`src/rtl/hangman_game_ctrl_pkg.sv`:
```
// Shared constants, state encoding and ASCII helpers for the word-guess controller.
package hangman_game_ctrl_pkg;

  localparam logic [6:0] MASK_CHAR_DFLT = 7'h2D;
  localparam logic [6:0] ASCII_LC_A     = 7'h61;
  localparam logic [6:0] ASCII_LC_Z     = 7'h7A;
  localparam logic [6:0] ASCII_UC_A     = 7'h41;
  localparam logic [6:0] ASCII_UC_Z     = 7'h5A;

  typedef enum logic [2:0] {
    S_IDLE,
    S_LOAD,
    S_PLAY,
    S_CHECK,
    S_WIN,
    S_LOSE
  } state_e;

  function automatic logic [6:0] to_lower(input logic [6:0] c);
    if (c >= ASCII_UC_A && c <= ASCII_UC_Z) return c + 7'h20;
    return c;
  endfunction

  function automatic logic is_letter(input logic [6:0] c);
    return (c >= ASCII_LC_A) && (c <= ASCII_LC_Z);
  endfunction

  function automatic logic [4:0] letter_idx(input logic [6:0] c);
    return 5'(c - ASCII_LC_A);
  endfunction

endpackage

```
`src/rtl/hangman_game_ctrl_letter_match_vec.sv`:
```
// Combinational compare of one letter against every stored word position.
module letter_match_vec #(
  parameter int unsigned WORD_LEN = 7
) (
  input  logic [6:0]            letter_i,
  input  logic [7*WORD_LEN-1:0] word_i,
  output logic [WORD_LEN-1:0]   match_o
);

  always_comb begin
    match_o = '0;
    for (int unsigned i = 0; i < WORD_LEN; i++) begin
      match_o[i] = (word_i[7*i +: 7] == letter_i);
    end
  end

endmodule

```
`src/rtl/hangman_game_ctrl.sv`:
```
// Round sequencer for the word-guess game: word load, guess checking,
// reveal mask, guessed-letter set, miss counter and win/lose levels.
module hangman_game_ctrl
  import hangman_game_ctrl_pkg::*;
#(
  parameter int unsigned WORD_LEN   = 7,
  parameter int unsigned MAX_MISSES = 6,
  parameter logic [6:0]  MASK_CHAR  = MASK_CHAR_DFLT
) (
  input  logic                  clk,
  input  logic                  rst_n,
  input  logic                  start,
  input  logic [7*WORD_LEN-1:0] word,
  input  logic                  guess_valid,
  input  logic [6:0]            guess_ascii,
  output logic                  guess_ready,
  output logic [7*WORD_LEN-1:0] disp_word,
  output logic [WORD_LEN-1:0]   revealed,
  output logic [2:0]            miss_count,
  output logic                  hit,
  output logic                  miss,
  output logic                  repeat_g,
  output logic                  invalid,
  output logic                  win,
  output logic                  lose,
  output logic                  busy
);

  state_e                state_q;
  logic [7*WORD_LEN-1:0] word_q, word_norm;
  logic [WORD_LEN-1:0]   revealed_q, revealed_d, pre_rev, match;
  logic [25:0]           guessed_q;
  logic [2:0]            miss_q, miss_d;
  logic [6:0]            guess_q;
  logic [4:0]            gidx;
  logic                  hit_q, miss_p_q, repeat_q, invalid_q, win_q, lose_q;

  always_comb begin
    word_norm = '0;
    pre_rev   = '0;
    for (int unsigned i = 0; i < WORD_LEN; i++) begin
      word_norm[7*i +: 7] = to_lower(word[7*i +: 7]);
      pre_rev[i]          = ~is_letter(to_lower(word[7*i +: 7]));
    end
  end

  letter_match_vec #(.WORD_LEN(WORD_LEN)) u_match (
    .letter_i (guess_q),
    .word_i   (word_q),
    .match_o  (match)
  );

  assign gidx       = letter_idx(guess_q);
  assign revealed_d = revealed_q | match;
  assign miss_d     = (miss_q < 3'(MAX_MISSES)) ? miss_q + 3'd1 : miss_q;

  always_ff @(posedge clk or negedge rst_n) begin
    if (!rst_n) begin
      state_q    <= S_IDLE;
      word_q     <= '0;
      revealed_q <= '0;
      guessed_q  <= '0;
      miss_q     <= '0;
      guess_q    <= '0;
      hit_q      <= 1'b0;
      miss_p_q   <= 1'b0;
      repeat_q   <= 1'b0;
      invalid_q  <= 1'b0;
      win_q      <= 1'b0;
      lose_q     <= 1'b0;
    end else begin
      hit_q     <= 1'b0;
      miss_p_q  <= 1'b0;
      repeat_q  <= 1'b0;
      invalid_q <= 1'b0;
      // start overrides everything, including an in-flight CHECK, which is dropped silently
      if (start) begin
        state_q    <= S_LOAD;
        word_q     <= word_norm;
        revealed_q <= pre_rev;
        guessed_q  <= '0;
        miss_q     <= '0;
        win_q      <= 1'b0;
        lose_q     <= 1'b0;
      end else begin
        case (state_q)
          S_LOAD: begin
            if (&revealed_q) begin
              state_q <= S_WIN;
              win_q   <= 1'b1;
            end else begin
              state_q <= S_PLAY;
            end
          end
          S_PLAY: begin
            if (guess_valid) begin
              guess_q <= to_lower(guess_ascii);
              state_q <= S_CHECK;
            end
          end
          S_CHECK: begin
            state_q <= S_PLAY;
            if (!is_letter(guess_q)) begin
              invalid_q <= 1'b1;
            end else if (guessed_q[gidx]) begin
              repeat_q <= 1'b1;
            end else if (|match) begin
              hit_q           <= 1'b1;
              revealed_q      <= revealed_d;
              guessed_q[gidx] <= 1'b1;
              if (&revealed_d) begin
                state_q <= S_WIN;
                win_q   <= 1'b1;
              end
            end else begin
              miss_p_q        <= 1'b1;
              miss_q          <= miss_d;
              guessed_q[gidx] <= 1'b1;
              if (miss_d == 3'(MAX_MISSES)) begin
                state_q <= S_LOSE;
                lose_q  <= 1'b1;
              end
            end
          end
          default: ;
        endcase
      end
    end
  end

  always_comb begin
    disp_word = '0;
    for (int unsigned i = 0; i < WORD_LEN; i++) begin
      if (state_q == S_LOSE || (state_q != S_IDLE && revealed_q[i]))
        disp_word[7*i +: 7] = word_q[7*i +: 7];
      else
        disp_word[7*i +: 7] = MASK_CHAR;
    end
  end

  assign guess_ready = (state_q == S_PLAY) & ~start;
  assign busy        = (state_q == S_LOAD) | (state_q == S_CHECK);
  assign revealed    = revealed_q;
  assign miss_count  = miss_q;
  assign hit         = hit_q;
  assign miss        = miss_p_q;
  assign repeat_g    = repeat_q;
  assign invalid     = invalid_q;
  assign win         = win_q;
  assign lose        = lose_q;

endmodule

```
`config.mk`:
```
export PLATFORM = sky130hd
export DESIGN_NAME = hangman_game_ctrl
export DESIGN_NICKNAME = d
export VERILOG_FILES = /design/src/rtl/hangman_game_ctrl_pkg.sv /design/src/rtl/hangman_game_ctrl_letter_match_vec.sv /design/src/rtl/hangman_game_ctrl.sv
export SDC_FILE = /design/constraint.sdc
export NUM_CORES = 1
export LEC_CHECK = 0
export ABC_AREA = 1
export BUFFER_PORTS_ARGS = -buffer_cell sky130_fd_sc_hd__buf_2
export CAP_MARGIN = 40
export CELL_PAD_IN_SITES_DETAIL_PLACEMENT = 1
export CELL_PAD_IN_SITES_GLOBAL_PLACEMENT = 1
export CORE_MARGIN = 4
export CORE_UTILIZATION = 40
export CTS_CLUSTER_SIZE = 24
export DETAILED_ROUTE_END_ITERATION = 7
export PLACE_DENSITY_LB_ADDON = 0.05
export SYNTH_ARGS = -nofsm -noshare
export SYNTH_HDL_FRONTEND = slang
export SYNTH_SLANG_ARGS = --single-unit
```
`constraint.sdc`:
```
create_clock -name clk -period 4.1 [get_ports clk]
set_clock_uncertainty 0.2 [all_clocks]
set_input_delay 0.205 -clock clk [delete_from_list [all_inputs] [get_ports clk]]
set_output_delay 0.205 -clock clk [all_outputs]
set_load 0.01 [all_outputs]
```
==> impl_results.md <==
- Number of global-route vias before repair: ~7600
- Post-synthesis compound-gate area fraction: 9.56%
- Placed wire-length estimate: approximately 17 mm
- Fin. Hold Viols: 0
- Share of the synthesized area in the top cell type: between 30% and 40%
- Fin crit share: 72.2%
- Peak supply drop: approximately 0.25 mV
- Met2 WL: about 11 mm
- Synth area leader: dfrtp_1
- Die ar.: 19600 sq um
- Drt pass-1 iters: 4
- Lkg Pwr: about 0.0046 uW
- EDFF count, synth: 0
- Max Fclk: about 340 MHz
- Yosys reg bits: 101
- Layout cells sized above 1: 15.5%
- Rows: 47
- Sequential fraction of the synthesis area: 36.3%
- Required @ worst endpoint: 4180 ps
- CTS buffer count: 9
- Clock Power Share: 18.5%
- Initial antenna violation count: 0
- Actual slew at the worst max-slew pin: 764 ps
- Sw power: 2000 uW
- Count of different cell masters after synthesis: 37
- Final net count: approximately 1300
- Asr flop ratio synth: 100%
- ANT nets after route: 0
- YS warnings: 0
- Critical Path Fanout Max: 22
- Gate power share: 49.7%
- Core ar.: 16800 sq um
- CP endpoint kind: flip-flop
- Synth area leaders: dfrtp_1 36%, nand2_1 16%, inv_1 9.0%, nand3_1 6.9%, nor2_1 5.7%
- Pwr dens: 505 nW/um^2
- Outcome: completed
- Global-route wire length before repair: 37.4 mm
- Avg WL per Cell: 15.8 um
- Max-cap violations: 0
- Reg clk slew, reported paths: 70 ps
- Pint: 2280 uW
- Syn Inst Count: 1041
- IO Count: around 130
- Syn Nets: about 1100
- Fill cells: 2262
- CTS tree: built
- Die Wd: 140 um
- Slew Limit Fails: 0
- Die Height: 140 um
- Post-synth design cell area: about 7000 sq um
- Crit path kind: flip-flop to flip-flop
- Min Clock Period, post-route: 2960 ps
- Critical path startpoint category: flip-flop
- Htree depth: 3
- Seq pwr share: between 30% and 40%
- Antenna cells: 0
- Mux cell area share after synthesis: 0%
- Clock Latency Late Sink: between 300 and 400 ps
- 1st-iter DRT viols: 216
- Largest family of logic cells by synthesized area: simple AND/OR/NAND/NOR gates
- Deepest clock path buffer count: 2
- Top sig layer: met4
- Worst hold slack: roughly 33 ps
- Syn Area/Cell: 6.69 sq um
- Area share of xor/xnor cells in the synthesized design: 4.13%
- WHS Path Cells: 4
- Routability congestion estimate from global placement: roughly 0.86
- RSZ-0062 raised after global routing: no
- GR Util All Layers: 23.4%
- Switch share: 46.7%
- Worst reg2reg path depth: 16
- Ys flop type: dfrtp_1
- Vias per inst: around 5
- Post-Synth Simple-Gate Area: 34.4%
- WL met3: 847 um
- Clk root buf: clkbuf_16
- Post-Route M1 WL: 9.98 mm
- Area Overhead vs Synth: 21.7%
- Via count: about 7100
- Largest net degree at the start of global routing: 88
- I/O Buffers: approximately 130
- TritonCTS Sinks: 101
- Post-Synth Adder-Cell Area: under 10%
- Setup_tns: 0 ps
- Drc violations: 0
- Post-Route WL: around 23 mm
- Initial Util: 41.4%
- CP arrival: 3040 ps
- Finish-stage setup viols: 0
- GRT Residual Overflow: 0
- Post_cts resized: 0
- Worst Hold Class: input pin to flip-flop
- Worst slew margin: around 49%
logic make-up after synthesis:
kind of cell / Yosys count
xor+xnor: 32
compound gates: 124
fa+ha+maj: 23
buf+inv: 203
flops: 101
simple gates: 558
final cells by class:
cell class              instances  area (sq um)  share of cell area, %
multi-input cells             737          3640                   42.9
flip-flops and latches        101          2530                   29.8
repair buffers                174          1110                   13.1
inverters                     176           661                   7.80
well taps                     220           275                   3.25
clock buffers                  13           250                   2.95
clock inverters                 2          10.0                  0.118
layout by cell type (no fill, tap or decap), types with 2 or more instances in the layout:
cell type,n
xor2_1,15
clkbuf_1,3
buf_2,124
ha_1,23
a21oi_1,36
nor2_4,3
nand2_2,11
clkinv_2,2
nand2_1,301
nand3_1,96
inv_1,167
dlygate4sd3_1,42
o22ai_1,2
inv_2,9
buf_4,7
o31ai_1,2
nor2_1,105
o21ai_2,6
nand4_1,12
or2_2,3
nor3_1,6
o21ai_0,70
nor2_2,7
clkbuf_16,9
nand3b_1,10
xnor2_1,16
a31oi_1,3
dfrtp_1,101
per-layer routing:
layer / vias up / track usage, %
met5: - / 0
met2: 134 / 42.0
li1: 3551 / -
met4: 0 / 6.99
met3: 29 / 3.48
met1: 3388 / 29.1
worst paths after layout:
| path | startpoint | to | slack (ps) |
|---|---|---|---|
| worst max-delay path | guess_q[0] | revealed[1] | 1140 |
| worst min-delay path | guess_ascii[5] | guess_q[5] | 30 |
| worst max register to register | guess_q[0] | revealed[1] | 1140 |
| worst min register to register | win | win | 290 |
| max in group asynchronous | rst_n | guess_q[6] | 2660 |
| min in group asynchronous | rst_n | guessed_q[4] | 160 |
flip-flops by register name (all words and copies together), names as in the netlist, 3 cells and up:
register	count
guessed_q	26
revealed	7
miss_count	3
word_q	49
guess_q	7
state_q	3
per-stage QoR:
step           worst slack, ps  power, uW  area, sq um  instances  utilization [%]
2_1_floorplan             1590       2750         6960       1041                -
3_3_place_gp              1300       3420         7790       1366             46.3
3_5_place_dp              1180       3480         7790       1366             46.3
4_1_cts                   1130       4320         8470       1423             50.4
5_1_grt                    877       4640         8470       1423             50.4
6_report                  1140       4280         8470       1423             50.4
repair_timing:
action | CTS | global route
hold buffers | 42 | 0
hold endpoints to repair | 76 | 0
setup endpoints to repair | 0 | 0
setup buffers | 0 | 0
power groups by stage:
stage	logic [uW]	registers, uW	clock network (uW)
2_1_floorplan	1480	1270	0
3_3_place_gp	2050	1370	0
3_5_place_dp	2110	1380	0
4_1_cts	2150	1360	810
5_1_grt	2410	1380	846
6_report	2130	1360	793
cells in the mapped netlist (3+ instances only):
library cell,number
nand3b_1,10
xnor2_1,16
o21ai_2,6
o21ai_0,70
nand2_1,301
xor2_1,15
clkbuf_1,15
nand3_1,96
ha_1,23
nor2_2,7
nor2_1,105
dfrtp_1,101
inv_2,9
buf_2,5
nand2_2,11
buf_4,4
or2_2,3
nor2_4,3
a21oi_1,36
inv_1,167
nor3_1,6
a31oi_1,3
nand4_1,12
worst max-delay path: stages (launching register included):
cell	delay, ps
dfrtp_1	390
inv_2	300
ha_1	430
nand2_2	120
inv_2	140
nor2_4	60
nand3_1	90
nand2_1	60
nand2_1	70
nand2_1	60
nand2_2	80
nand3_4	140
nand2_2	140
inv_2	60
nor2_4	330
nand2_1	130
o21ai_2	80
Power figures use the tool's default switching activity.
